$ cat src/rtl/reg_writeback_if.sv
// reg_writeback_if: result handshakes from ALU/load paths plus register file write port and status.
interface reg_writeback_if #(
    parameter int DW = 32,
    parameter int AW = 5,
    parameter int LW = 3
);
    logic          alu_valid;
    logic          alu_ready;
    logic [AW-1:0] alu_addr;
    logic [DW-1:0] alu_data;
    logic          mem_valid;
    logic          mem_ready;
    logic [AW-1:0] mem_addr;
    logic [DW-1:0] mem_data;
    logic          write_en;
    logic [AW-1:0] write_a;
    logic [DW-1:0] write_data;
    logic [31:0]   pending;
    logic [LW-1:0] level;

    modport master (
        output alu_valid, alu_addr, alu_data, mem_valid, mem_addr, mem_data,
        input  alu_ready, mem_ready, write_en, write_a, write_data, pending, level
    );

    modport slave (
        input  alu_valid, alu_addr, alu_data, mem_valid, mem_addr, mem_data,
        output alu_ready, mem_ready, write_en, write_a, write_data, pending, level
    );
endinterface

$ cat src/rtl/reg_writeback.sv
// reg_writeback: in-order write-back queue feeding the register file write port,
// with ALU-priority enqueue arbitration and an in-flight register bitmap.
module reg_writeback #(
    parameter int DEPTH = 4,
    parameter int DW    = 32,
    parameter int AW    = 5
) (
    input logic            clk,
    input logic            rst,
    reg_writeback_if.slave bus
);
    localparam int PW = $clog2(DEPTH);
    localparam int LW = PW + 1;

    logic [AW-1:0]    q_addr [DEPTH];
    logic [DW-1:0]    q_data [DEPTH];
    logic [DEPTH-1:0] vld;
    logic [PW-1:0]    head;
    logic [PW-1:0]    tail;
    logic [LW-1:0]    level;
    logic             space;
    logic             acc_alu;
    logic             acc_mem;
    logic             push;
    logic             pop;
    logic [AW-1:0]    in_addr;
    logic [DW-1:0]    in_data;
    logic             we;
    logic [AW-1:0]    wa;
    logic [DW-1:0]    wd;
    logic [31:0]      pend;

    // Space is judged on registered level only; a same-cycle pop never frees room.
    assign space         = !rst && (level < LW'(DEPTH));
    assign bus.alu_ready = space;
    assign bus.mem_ready = space && !bus.alu_valid;
    assign acc_alu       = bus.alu_valid && space;
    assign acc_mem       = bus.mem_valid && space && !bus.alu_valid;
    assign in_addr       = acc_alu ? bus.alu_addr : bus.mem_addr;
    assign in_data       = acc_alu ? bus.alu_data : bus.mem_data;
    assign push          = (acc_alu || acc_mem) && (in_addr != '0);
    assign pop           = level != '0;

    assign bus.level      = level;
    assign bus.write_en   = we;
    assign bus.write_a    = wa;
    assign bus.write_data = wd;
    assign bus.pending    = pend;

    always_ff @(posedge clk) begin
        if (push) begin
            q_addr[tail] <= in_addr;
            q_data[tail] <= in_data;
        end
    end

    always_ff @(posedge clk) begin
        if (rst) begin
            head  <= '0;
            tail  <= '0;
            level <= '0;
            vld   <= '0;
            we    <= 1'b0;
            wa    <= '0;
            wd    <= '0;
        end else begin
            if (push) begin
                vld[tail] <= 1'b1;
                tail      <= tail + PW'(1);
            end
            if (pop) begin
                vld[head] <= 1'b0;
                head      <= head + PW'(1);
                wa        <= q_addr[head];
                wd        <= q_data[head];
            end
            we    <= pop;
            level <= level + LW'(push) - LW'(pop);
        end
    end

    always_comb begin
        pend = '0;
        for (int i = 0; i < DEPTH; i++)
            if (vld[i]) pend[q_addr[i]] = 1'b1;
        if (we) pend[wa] = 1'b1;
        pend[0] = 1'b0;
    end
endmodule

$ cat src/flat_wrapper.sv
// flat-port wrapper written by rule: the top's interface ports become plain ports
module reg_writeback_flat 
#(
    parameter int DEPTH = 4,
    parameter int DW    = 32,
    parameter int AW    = 5
)
  (clk, rst, bus_alu_valid, bus_alu_addr, bus_alu_data, bus_mem_valid, bus_mem_addr, bus_mem_data, bus_alu_ready, bus_mem_ready, bus_write_en, bus_write_a, bus_write_data, bus_pending, bus_level);
  reg_writeback_if #(.DW(DW), .AW(AW), .LW(3)) bus_i ();
  input logic clk;
  input logic rst;
  input wire logic [$bits(bus_i.alu_valid)-1:0] bus_alu_valid;
  input wire logic [$bits(bus_i.alu_addr)-1:0] bus_alu_addr;
  input wire logic [$bits(bus_i.alu_data)-1:0] bus_alu_data;
  input wire logic [$bits(bus_i.mem_valid)-1:0] bus_mem_valid;
  input wire logic [$bits(bus_i.mem_addr)-1:0] bus_mem_addr;
  input wire logic [$bits(bus_i.mem_data)-1:0] bus_mem_data;
  output wire logic [$bits(bus_i.alu_ready)-1:0] bus_alu_ready;
  output wire logic [$bits(bus_i.mem_ready)-1:0] bus_mem_ready;
  output wire logic [$bits(bus_i.write_en)-1:0] bus_write_en;
  output wire logic [$bits(bus_i.write_a)-1:0] bus_write_a;
  output wire logic [$bits(bus_i.write_data)-1:0] bus_write_data;
  output wire logic [$bits(bus_i.pending)-1:0] bus_pending;
  output wire logic [$bits(bus_i.level)-1:0] bus_level;
  assign bus_i.alu_valid = bus_alu_valid;
  assign bus_i.alu_addr = bus_alu_addr;
  assign bus_i.alu_data = bus_alu_data;
  assign bus_i.mem_valid = bus_mem_valid;
  assign bus_i.mem_addr = bus_mem_addr;
  assign bus_i.mem_data = bus_mem_data;
  assign bus_alu_ready = bus_i.alu_ready;
  assign bus_mem_ready = bus_i.mem_ready;
  assign bus_write_en = bus_i.write_en;
  assign bus_write_a = bus_i.write_a;
  assign bus_write_data = bus_i.write_data;
  assign bus_pending = bus_i.pending;
  assign bus_level = bus_i.level;
  reg_writeback #(.DEPTH(DEPTH), .DW(DW), .AW(AW)) u_core (.clk(clk), .rst(rst), .bus(bus_i));
endmodule
$ cat config.mk
export PLATFORM = sky130hd
export DESIGN_NAME = reg_writeback_flat
export DESIGN_NICKNAME = d
export VERILOG_FILES = /design/src/rtl/reg_writeback_if.sv /design/src/rtl/reg_writeback.sv /design/src/flat_wrapper.sv
export SDC_FILE = /design/constraint.sdc
export NUM_CORES = 1
export LEC_CHECK = 0
export ABC_AREA = 1
export ABC_CLOCK_PERIOD_IN_PS = 2700
export CORE_ASPECT_RATIO = 1.5
export CORE_MARGIN = 2
export CORE_UTILIZATION = 57
export DETAILED_ROUTE_END_ITERATION = 10
export DONT_BUFFER_PORTS = 1
export GPL_ROUTABILITY_DRIVEN = 0
export PLACE_DENSITY = 0.75
export REMOVE_ABC_BUFFERS = 1
export SLEW_MARGIN = 15
export SYNTH_ARGS = -nofsm -noshare
export SYNTH_HDL_FRONTEND = slang
export SYNTH_SLANG_ARGS = --single-unit
export TNS_END_PERCENT = 100
$ cat constraint.sdc
create_clock -name clk -period 2.7 [get_ports clk]
set_clock_uncertainty 0.2 [all_clocks]
set_input_delay 0.675 -clock clk [delete_from_list [all_inputs] [get_ports clk]]
set_output_delay 0.675 -clock clk [all_outputs]
set_load 0.02 [all_outputs]
# After elaboration in Yosys (flattened, before gate mapping)
# Memories as Yosys holds them, arrays and structs flattened. A register that Yosys moved wholly into a read port is not among the register bits.
# Index checks and enable logic that the tools add are counted.
[totals]
ff_bits = 12
latch_bits = 0
ramBits = 148
romBits = 0
input_bits = 78
wordCells = 77
memories = 2
[memory_table]
columns = ["memory", "words", "width", "rd", "rd_ports_with_merged_regs", "write_ports", "line_no", "text"]
rows = [
  ["u_core.q_data", 4, 32, 1, 1, 1, "reg_writeback.sv:16", "logic [DW-1:0] q_data [DEPTH];"],
  ["u_core.q_addr", 4, 5, 5, 1, 1, "reg_writeback.sv:15", "logic [AW-1:0] q_addr [DEPTH];"],
]
[op_classes]
addsub = 4
multipliers = 0
div = 0
magnitude_cmp = 15
n_eq_ne = 0
n_shift = 0
mux = 26
bitwise_logic = 7
reduce_logical = 18
[ops]
columns = ["cell", "count"]
rows = [
  ["2-to-1 mux 32 bit", 6],
  ["bitwise OR 32 bit", 4],
  ["< comparator 5 x 6 -> 1 bit (second input constant)", 5],
  ["demux 1 bit (select 5 bit)", 5],
  ["greater-or-equal comparator 5 x 1 -> 1 bit (second input constant)", 5],
  ["logical AND 1 bit", 13],
  ["2-to-1 mux 4 bit", 3],
  ["2-to-1 mux 1 bit", 9],
  ["< comparator 2 x 3 -> 1 bit (second input constant)", 2],
  ["2-to-1 mux 5 bit", 1],
  ["nonzero test 5 bit", 1],
  ["adder 2 x 1 -> 2 bit (second input constant)", 2],
  ["AND 4 bit", 1],
  ["demux 1 bit (select 2 bit)", 2],
  ["greater-or-equal comparator 2 x 1 -> 1 bit (second input constant)", 2],
  ["inverter 4 bit", 1],
  ["bitwise OR 4 bit", 1],
  ["adder 3 x 1 -> 3 bit", 1],
  ["< comparator 3 bit (second input constant)", 1],
  ["nonzero test 3 bit", 1],
  ["subtractor 3 x 1 -> 3 bit", 1],
  ["zero test 1 bit", 2],
  ["logical OR 1 bit", 1],
]

# Depth between registers and ports, before layout
# Gate-level depths: netlist of run 1.
# An unclocked memory read counts as a cell.
[depth]
ltp_word = 14
ltp_mapped = 12
depth_no_buf = 11

# Worst setup path after synthesis of run 1
# OpenSTA, ideal clock, no wires.
[synth_path]
path_type = "in2reg"
start = "input rst"
end = "memory u_core.q_addr[0][0], enable pin"
setup_ns = 0.392
t_arrival_ns = 2.320
t_required_ns = 2.108
slack_ns = -0.212
stages = 10
path_buffers = 1
cell_sequence = "buf_6 > nor2_4 > nand2_4 > nand2_1 > nand2_1 > inv_2 > nor2_1 > nand2_2 > nand3_1 > inv_1"
[synth_between]
elab_chain_len = 8
elab_cells_between_ends = 11
cone_classes = "3 x mux; 8 x reduce/logical"
[synth_lines]
columns = ["item", "line_no", "text"]
rows = [
  ["from (decl)", "flat_wrapper.sv:11", "input logic rst;"],
  ["zero test 1 bit", "reg_writeback.sv:34", "assign space = !rst && (level < LW'(DEPTH));"],
  ["logical AND 1 bit", "reg_writeback.sv:34", ""],
  ["via bus_alu_ready", "flat_wrapper.sv:18", "output wire logic [$bits(bus_i.alu_ready)-1:0] bus_alu_ready;"],
  ["logical AND 1 bit", "reg_writeback.sv:37", "assign acc_alu = bus.alu_valid && space;"],
  ["2-to-1 mux 5 bit", "reg_writeback.sv:39", "assign in_addr = acc_alu ? bus.alu_addr : bus.mem_addr;"],
  ["via u_core.in_addr[4]", "reg_writeback.sv:26", "logic [AW-1:0] in_addr;"],
  ["nonzero test 5 bit", "reg_writeback.sv:41", "assign push = (acc_alu || acc_mem) && (in_addr != '0);"],
  ["logical AND 1 bit", "reg_writeback.sv:41", ""],
  ["2-to-1 mux 1 bit", "reg_writeback.sv:51", "if (push) begin"],
  ["2-to-1 mux 1 bit (not written as such)", "reg_writeback.sv:52", "q_addr[tail] <= in_addr;"],
  ["to (decl)", "reg_writeback.sv:15", ""],
]
# The timed path passes the listed nets, and every way through them passes these cells.

==> flow_metrics.py, run 1 <==
metrics = {
    "outcome": {
        "status": "complete, but fails checks",
        "violated_checks": "negative setup slack",
    },
    "worst_setup_path": {
        "reg2regPathDepth": 10,
        "timing.critical_path.required_ns": 1.82,
        "setup.worst_path.start_class": "register",
        "rrSetupSlack_ns": 0.47,
        "r2r-start": "u_core.bus.level[2]$_SDFF_PP0_",
        "timing.rr.end": "u_core.bus.level[2]$_SDFF_PP0_",
        "critical_path_class": "reg2out",
        "worst_path_largest_cell_delay_ns": 0.53,
        "critPathCaptureType": "output pin",
        "critical_path_peak_fanout": 6,
        "crit_path_cell_trace": "inv_1, nor3_1, nand2_1, nand4_1",
        "combined_buffer_and_inverter_count_along_the_critical_path": 1,
        "worst_setup_path_startpoint": "u_core.q_addr[3][2]$_DFFE_PP_",
        "slowest_cell_on_the_critical_path": "sky130_fd_sc_hd__edfxtp_1",
        "crit_arrival_ns": 1.94,
        "worst_path_dominant_cell_family": "simple AND/OR/NAND/NOR gates",
    },
    "final_layout": {
        "share_of_final_layout_standard_cells_stronger_than_drive_strength_1_pct": 24.1,
        "layout-area-overhead-vs-synth_pct": 18.5,
        "design.final.nets": 1055,
        "area_used_by_multi_input_combinational_logic_mm2": 0.00360,
        "layout.cell_area.non_filler_mm2": 0.0110,
        "final.fill_count": 1145,
        "insertedDiodeCount": 0,
        "final-seq-area_mm2": 0.00543,
    },
    "floorplanning": {
        "die_width_um": 108,
        "die_area_mm2": 0.0173,
        "initial_core_util_pct": 57.8,
        "floorplan.die.height_um": 160,
        "coreArea_mm2": 0.0160,
        "io-pin-count": 153,
        "num_rows": 57,
    },
    "drt": {
        "vias_per_instance": 6.23,
        "num_vias": 7384,
        "drt_wl_total_um": 24000,
        "drc": 0,
        "first_pass_iters": 6,
        "postRouteAntennaNets": 0,
        "drt_iter0_drc": 963,
        "wire_per_inst_um": 20.2,
    },
    "clocking": {
        "cts.path.max_buffers": 2,
        "cts_htree_levels": 4,
        "clk_pin_slew_ns": 0.07,
        "clock_insertion_delay_worst_skew_ns": 0.42,
        "cts_tree": "done",
        "cts_hold_buffers": 0,
        "clock_sink_count": 197,
        "cts_inserted_buffers": 17,
        "cts.root.buffer_cell": "sky130_fd_sc_hd__clkbuf_16",
    },
    "timing": {
        "tns_ns": -0.995,
        "hold-worst-slack_ns": 0.113,
        "final_max_tran_viols": 0,
        "setup-violations-final": 16,
        "finalHoldViolations": 0,
        "setup_slack_ns": -0.113,
        "slew-limit-headroom_pct": 50.2,
        "worst_pin_slew_ns": 0.747,
        "maxClockFrequency_mhz": 356,
        "finalCriticalPeriod_ns": 2.81,
        "finalCritPeriodShare_pct": 104,
        "setup_repair_after_global_routing_missed_its_margin": "true",
    },
    "global_routing": {
        "maximum_number_of_pins_on_one_net_before_global_route_repair": 78,
        "global_route.usage.total_pct": 27.3,
        "grt_antenna_before_repair": 0,
        "grt_pass1_vias": 6957,
        "grt_remaining_overflow": 0,
        "grt_pass1_wl_um": 36100,
    },
    "synthesis": {
        "yosysUniqueCellTypes": 37,
        "synth_sequential_area_ratio_pct": 58.5,
        "asyncSetResetFlopFracSynth_pct": 0,
        "synthDominantAreaCellType": "sky130_fd_sc_hd__edfxtp_1",
        "synth.most_common_cell": "sky130_fd_sc_hd__edfxtp_1",
        "yosys_register_bits": 197,
        "synthTopCellsByCount": "sky130_fd_sc_hd__edfxtp_1, sky130_fd_sc_hd__o21ai_0, sky130_fd_sc_hd__inv_1",
        "synthesis.yosys.warnings": 0,
        "mappedNetlistArea_mm2": 0.00927,
        "ys_dominant_reg_cell": "sky130_fd_sc_hd__edfxtp_1",
        "synth_top_area_share_pct": 47.9,
        "synth_edf_count": 148,
        "synthTopCellsByArea": "sky130_fd_sc_hd__edfxtp_1, sky130_fd_sc_hd__dfxtp_1, sky130_fd_sc_hd__o21ai_0",
        "syn_inst_count": 913,
        "synth_area_per_cell_um2": 10.2,
    },
    "min_path": {
        "path_category_of_the_worst_min_delay_check": "in2reg",
        "worst_hold_path.endpoint": "u_core.bus.level[1]$_SDFF_PP0_",
        "worst_hold_path.num_cells": 1,
        "hold_path.startpoint": "rst",
    },
    "flow_run": {
        "max-cap-violations": 0,
    },
    "power_and_ir_drop": {
        "cellLeakagePower_nw": 4.16,
        "worst_ir_drop_vdd_v": 0.000930,
        "powerDensity_mw_per_mm2": 923,
    },
    "placement": {
        "postPlaceCellArea_mm2": 0.00983,
        "portBuffers": 0,
        "detailedPlacementHpwl_um": 15400,
    },
}
==> stage by stage <==
step / instances / power (mW) / setup WS [ns] / utilization, %
after global placement: 1134 / 7.48 / 0.272 / 61.3
after CTS: 1169 / 10.0 / -0.0599 / 65.6
after floorplan: 868 / 6.41 / -0.420 / -
final: 1185 / 10.1 / -0.113 / 68.5
after detailed placement: 1134 / 7.58 / 0.191 / 61.3
after global routing: 1185 / 10.7 / -0.170 / 68.5
==> cells in the final DEF, fill, tap and decap left out, drive strengths merged, types with 2 or more instances in the layout <==
cell type,instances
nor2,85
buf,78
o2111ai,8
a22oi,16
o22ai,45
edfxtp,148
nand3,35
o221ai,2
ha,10
o21ai,111
nand3b,2
a32oi,3
nor3,49
o22a,3
nand2,64
dfxtp,49
inv,116
clkbuf,17
clkinv,5
o21bai,32
nand4,6
o211ai,9
nor4,5
clkinvlp,6
mux2,32
a21oi,39
==> state kept, by name, indices dropped and copies added, names as in the netlist <==
register	cells
u_core.tail	2
u_core.vld	4
u_core.bus.write_en	1
u_core.head	2
u_core.q_data	128
u_core.q_addr	20
u_core.bus.write_a	5
u_core.bus.write_data	32
u_core.bus.level	3
==> final cells by class <==
type	instances	area share (%)
clock buffer	17	3.87
clock inverter	15	1.50
inverter	112	4.00
multi-input combinational	559	32.7
sequential	197	49.4
tap	206	2.35
timing repair buffer	78	6.08
timing repair inverter	1	0.0683
==> what timing repair did <==
action | CTS | global route
resized for setup | 19 | 80
pin swaps | 0 | 9
buffers inserted | 3 | 16
hold endpoints to repair | 0 | 0
endpoints found under the setup margin | 21 | 31
cloned | 0 | 1
==> per-layer routing <==
layer / part of all wire, % / track usage [%] / wire [µm] / vias to the layer above
li1: - / - / - / 3382
met1: 36 / 31.8 / 8570 / 3511
met2: 52 / 48.0 / 12400 / 390
met3: 7.8 / 5.31 / 1880 / 101
met4: 4.8 / 11.9 / 1160 / 0
met5: 0 / 0 / 0 / -
==> worst reg2reg max path, stage by stage (launching register included) <==
cell and delay [ns]:
sky130_fd_sc_hd__dfxtp_1 0.41, sky130_fd_sc_hd__nor2_4 0.08, sky130_fd_sc_hd__buf_4 0.17, sky130_fd_sc_hd__nand3_1 0.10, sky130_fd_sc_hd__nand4_1 0.10, sky130_fd_sc_hd__nor2_1 0.14
sky130_fd_sc_hd__nor2_2 0.06, sky130_fd_sc_hd__ha_1 0.22, sky130_fd_sc_hd__fa_1 0.38, sky130_fd_sc_hd__nor3_1 0.20, sky130_fd_sc_hd__nor3_1 0.07
==> where the power goes <==
group | internal [mW] | total [mW] | switching (mW) | leakage (nW)
clock | 1.32 | 2.46 | 1.15 | 0.281
sequential | 3.84 | 4.47 | 0.636 | 1.75
combinational | 1.05 | 3.20 | 2.15 | 2.13
==> how the worst max path moves through the flow <==
stage / to / cells past startpoint
2_1_floorplan: u_core.head[1]$_SDFFE_PP0N_ / 4
3_3_place_gp: u_core.bus.level[2]$_SDFF_PP0_ / 10
3_5_place_dp: u_core.q_data[2][2]$_DFFE_PP_ / 9
4_1_cts: bus_pending[7] / 6
5_1_grt: bus_pending[25] / 6
6_report: bus_pending[4] / 4
==> cells by family after synthesis <==
group / share of synthesized area, %
compound gates: 17.3
fa+ha+maj: 1.57
buf+inv: 6.88
flops: 58.5
mux: 3.89
other cells: 0.0404
simple gates: 11.8
(Power assumes the default switching activity.)
==> run 2, diff against run 1 <==
--- a/config.mk
+++ b/config.mk
@@ -9,11 +9,10 @@
 export ABC_CLOCK_PERIOD_IN_PS = 2700
 export CORE_ASPECT_RATIO = 1.5
 export CORE_MARGIN = 2
-export CORE_UTILIZATION = 57
+export CORE_UTILIZATION = 49
 export DETAILED_ROUTE_END_ITERATION = 10
-export DONT_BUFFER_PORTS = 1
 export GPL_ROUTABILITY_DRIVEN = 0
-export PLACE_DENSITY = 0.75
+export PLACE_DENSITY = 0.77
 export REMOVE_ABC_BUFFERS = 1
 export SLEW_MARGIN = 15
 export SYNTH_ARGS = -nofsm -noshare
==> run 2 against run 1 <==
  * The run still ends with negative setup slack left
  * Non-clock buffer count rose by 219
  * Worst hold slack improved by 0.22 ns
  * Sequential share of layout area fell by 8.1 points
  * Flip-flop and latch count did not move
  * Largest power group is now combinational logic
==> flow_metrics.py, run 2 (synthesis gave the netlist of run 1 again) <==
metrics = {
    "timing": {
        "setup_repair_after_global_routing_missed_its_margin": "true",
        "finalHoldViolations": 0,
        "worst_pin_slew_ns": 0.759,
        "setup-violations-final": 30,
        "finalCritPeriodShare_pct": 114,
        "slew-limit-headroom_pct": 49.4,
        "finalCriticalPeriod_ns": 3.07,
        "setup_slack_ns": -0.366,
        "final_max_tran_viols": 0,
        "maxClockFrequency_mhz": 326,
        "tns_ns": -2.63,
    },
    "worst_setup_path": {
        "reg2regPathDepth": 11,
        "crit_path_cell_trace": "buf_4, nor3_2, buf_4, inv_1, o22ai_1, a21oi_1, nand2_1, buf_2",
        "critical_path_most_common_cell": "sky130_fd_sc_hd__buf_4",
        "critical_path_peak_fanout": 3,
        "worst_path_largest_cell_delay_ns": 0.43,
        "slowest_cell_on_the_critical_path": "sky130_fd_sc_hd__edfxtp_1",
        "timing.critical_path.required_ns": 1.82,
        "r2r-start": "u_core.bus.level[2]$_SDFF_PP0_",
        "setup.worst_path.start_class": "register",
        "rrSetupSlack_ns": 0.47,
        "critical_path_class": "reg2out",
        "crit_arrival_ns": 2.19,
        "timing.rr.end": "u_core.bus.level[2]$_SDFF_PP0_",
        "critPathCaptureType": "output pin",
    },
    "drt": {
        "vias_per_instance": 5.89,
        "postRouteAntennaNets": 0,
        "num_vias": 8537,
        "wire_per_inst_um": 20.6,
        "first_pass_iters": 8,
        "drc": 0,
        "drt_iter0_drc": 1006,
        "drt_wl_total_um": 29900,
    },
    "outcome": {
        "violated_checks": "negative setup slack",
        "status": "complete, but fails checks",
    },
    "final_layout": {
        "largest_register_ff_count": 128,
        "mostFrequentLayoutCell": "sky130_fd_sc_hd__edfxtp_1",
        "largest_register": "u_core.q_data",
        "final_cell_count_no_fill": 1449,
        "insertedDiodeCount": 0,
        "final_cell_mix": "sky130_fd_sc_hd__edfxtp_1, sky130_fd_sc_hd__buf_4, sky130_fd_sc_hd__clkdlybuf4s50_1",
        "design.final.nets": 1273,
        "share_of_final_layout_standard_cells_stronger_than_drive_strength_1_pct": 28.5,
        "layout-area-overhead-vs-synth_pct": 41.7,
    },
    "min_path": {
        "path_category_of_the_worst_min_delay_check": "reg2reg",
        "hold_path.startpoint": "u_core.bus.write_a[2]$_SDFFE_PP0N_",
        "worst_hold_path.endpoint": "u_core.bus.write_a[2]$_SDFFE_PP0N_",
        "worst_hold_path.num_cells": 2,
    },
    "clocking": {
        "clock_insertion_delay_worst_skew_ns": 0.44,
        "clock_sink_count": 197,
        "clk_pin_slew_ns": 0.07,
        "cts_inserted_buffers": 17,
        "cts_tree": "done",
        "cts.path.max_buffers": 2,
        "cts_htree_levels": 4,
        "cts.root.buffer_cell": "sky130_fd_sc_hd__clkbuf_16",
    },
    "floorplanning": {
        "num_rows": 61,
        "initial_core_util_pct": 50.0,
        "io-pin-count": 153,
        "die_area_mm2": 0.0201,
        "die_width_um": 116,
        "coreArea_mm2": 0.0185,
        "floorplan.die.height_um": 172,
    },
    "power_and_ir_drop": {
        "total_power_mw": 11.2,
        "cellLeakagePower_nw": 5.18,
        "powerDensity_mw_per_mm2": 854,
        "worst_ir_drop_vdd_v": 0.000592,
    },
    "global_routing": {
        "grt_pass1_wl_um": 42100,
        "grt_remaining_overflow": 0,
        "grt_antenna_before_repair": 0,
        "grt_pass1_vias": 8190,
        "maximum_number_of_pins_on_one_net_before_global_route_repair": 78,
        "global_route.usage.total_pct": 27.8,
    },
    "flow_run": {
        "max-cap-violations": 0,
    },
    "placement": {
        "detailedPlacementHpwl_um": 18000,
        "dp_cells": 1382,
        "portBuffers": 151,
    },
}
[run 2: cell types whose count changed in the layout (fill, tap and decap cells not counted), moves of 5 or more]
cell                              delta
sky130_fd_sc_hd__inv_4               +7
sky130_fd_sc_hd__nand3_2             -5
sky130_fd_sc_hd__buf_2               +6
sky130_fd_sc_hd__inv_2               +5
sky130_fd_sc_hd__clkinvlp_4          -6
sky130_fd_sc_hd__nand2_2             -6
sky130_fd_sc_hd__buf_6              +28
sky130_fd_sc_hd__buf_4              +61
sky130_fd_sc_hd__nand3_1             +6
sky130_fd_sc_hd__inv_1               -9
sky130_fd_sc_hd__clkdlybuf4s50_1   +117
sky130_fd_sc_hd__nand2_1             +6
[run 2: layer usage]
layer	vias to the layer above	share of wire (%)	global-route usage (%)
met1	3952	33	31.0
met3	183	9.1	5.57
met4	0	7.0	14.7
li1	3818	-	-
met2	584	51	49.2
met5	-	0	0
[run 2: power by group]
group | total [mW] | switching [mW] | internal (mW)
registers | 4.13 | 0.291 | 3.84
logic | 4.60 | 2.78 | 1.81
clock network | 2.49 | 1.21 | 1.28
total | 11.2 | 4.28 | 6.93
[run 2: area by class of cell]
cell class	count	area, µm²
sequential	197	5430
clock buffer	19	454
tap	252	315
inverter	112	455
clock inverter	13	130
multi-input combinational	559	3600
fill	1221	5410
timing repair buffer	297	2750
[run 2: worst max path at each step]
stage,start,to,cells past startpoint
finish,u_core.q_addr[1][4]$_DFFE_PP_,bus_pending[6],8
global route,u_core.q_addr[1][4]$_DFFE_PP_,bus_pending[6],8
CTS,u_core.q_addr[0][2]$_DFFE_PP_,bus_pending[18],7
detailed placement,bus_alu_valid,u_core.bus.level[2]$_SDFF_PP0_,11
global placement,bus_alu_valid,u_core.bus.level[2]$_SDFF_PP0_,11
floorplan,u_core.head[0]$_SDFFE_PP0N_,u_core.head[1]$_SDFFE_PP0N_,4
[run 2: critical path, delay by kind of cell (launching register included)]
kind / cells / cell delay, ns
flops: 1 / 0.43
buf+inv: 4 / 0.59
simple gates: 2 / 0.46
compound gates: 2 / 0.29
[run 2: stage by stage]
stage	utilization, %	area [µm²]	worst slack, ns	hold WS (ns)
2_1_floorplan	-	9060	-0.420	0.272
3_3_place_gp	63.9	11800	-0.265	0.291
3_5_place_dp	63.9	11800	-0.330	0.308
4_1_cts	67.7	12500	-0.0579	0.331
5_1_grt	70.8	13100	-0.411	0.381
6_report	70.8	13100	-0.366	0.336
[run 2: timing repair]
item | in CTS | in global routing
hold buffers | 0 | 0
endpoints found under the hold margin | 0 | 0
endpoints found under the setup margin | 33 | 33
setup buffers | 14 | 21
pin swaps | 0 | 17
resized for setup | 166 | 134
==> run 3, diff against run 2 <==
--- a/config.mk
+++ b/config.mk
@@ -12,6 +12,7 @@
 export CORE_UTILIZATION = 49
 export DETAILED_ROUTE_END_ITERATION = 10
 export GPL_ROUTABILITY_DRIVEN = 0
+export GPL_TIMING_DRIVEN = 1
 export PLACE_DENSITY = 0.77
 export REMOVE_ABC_BUFFERS = 1
 export SLEW_MARGIN = 15
==> results of run 3 <==
Same layout as run 2: the final DEF is identical, and so are final timing and power.
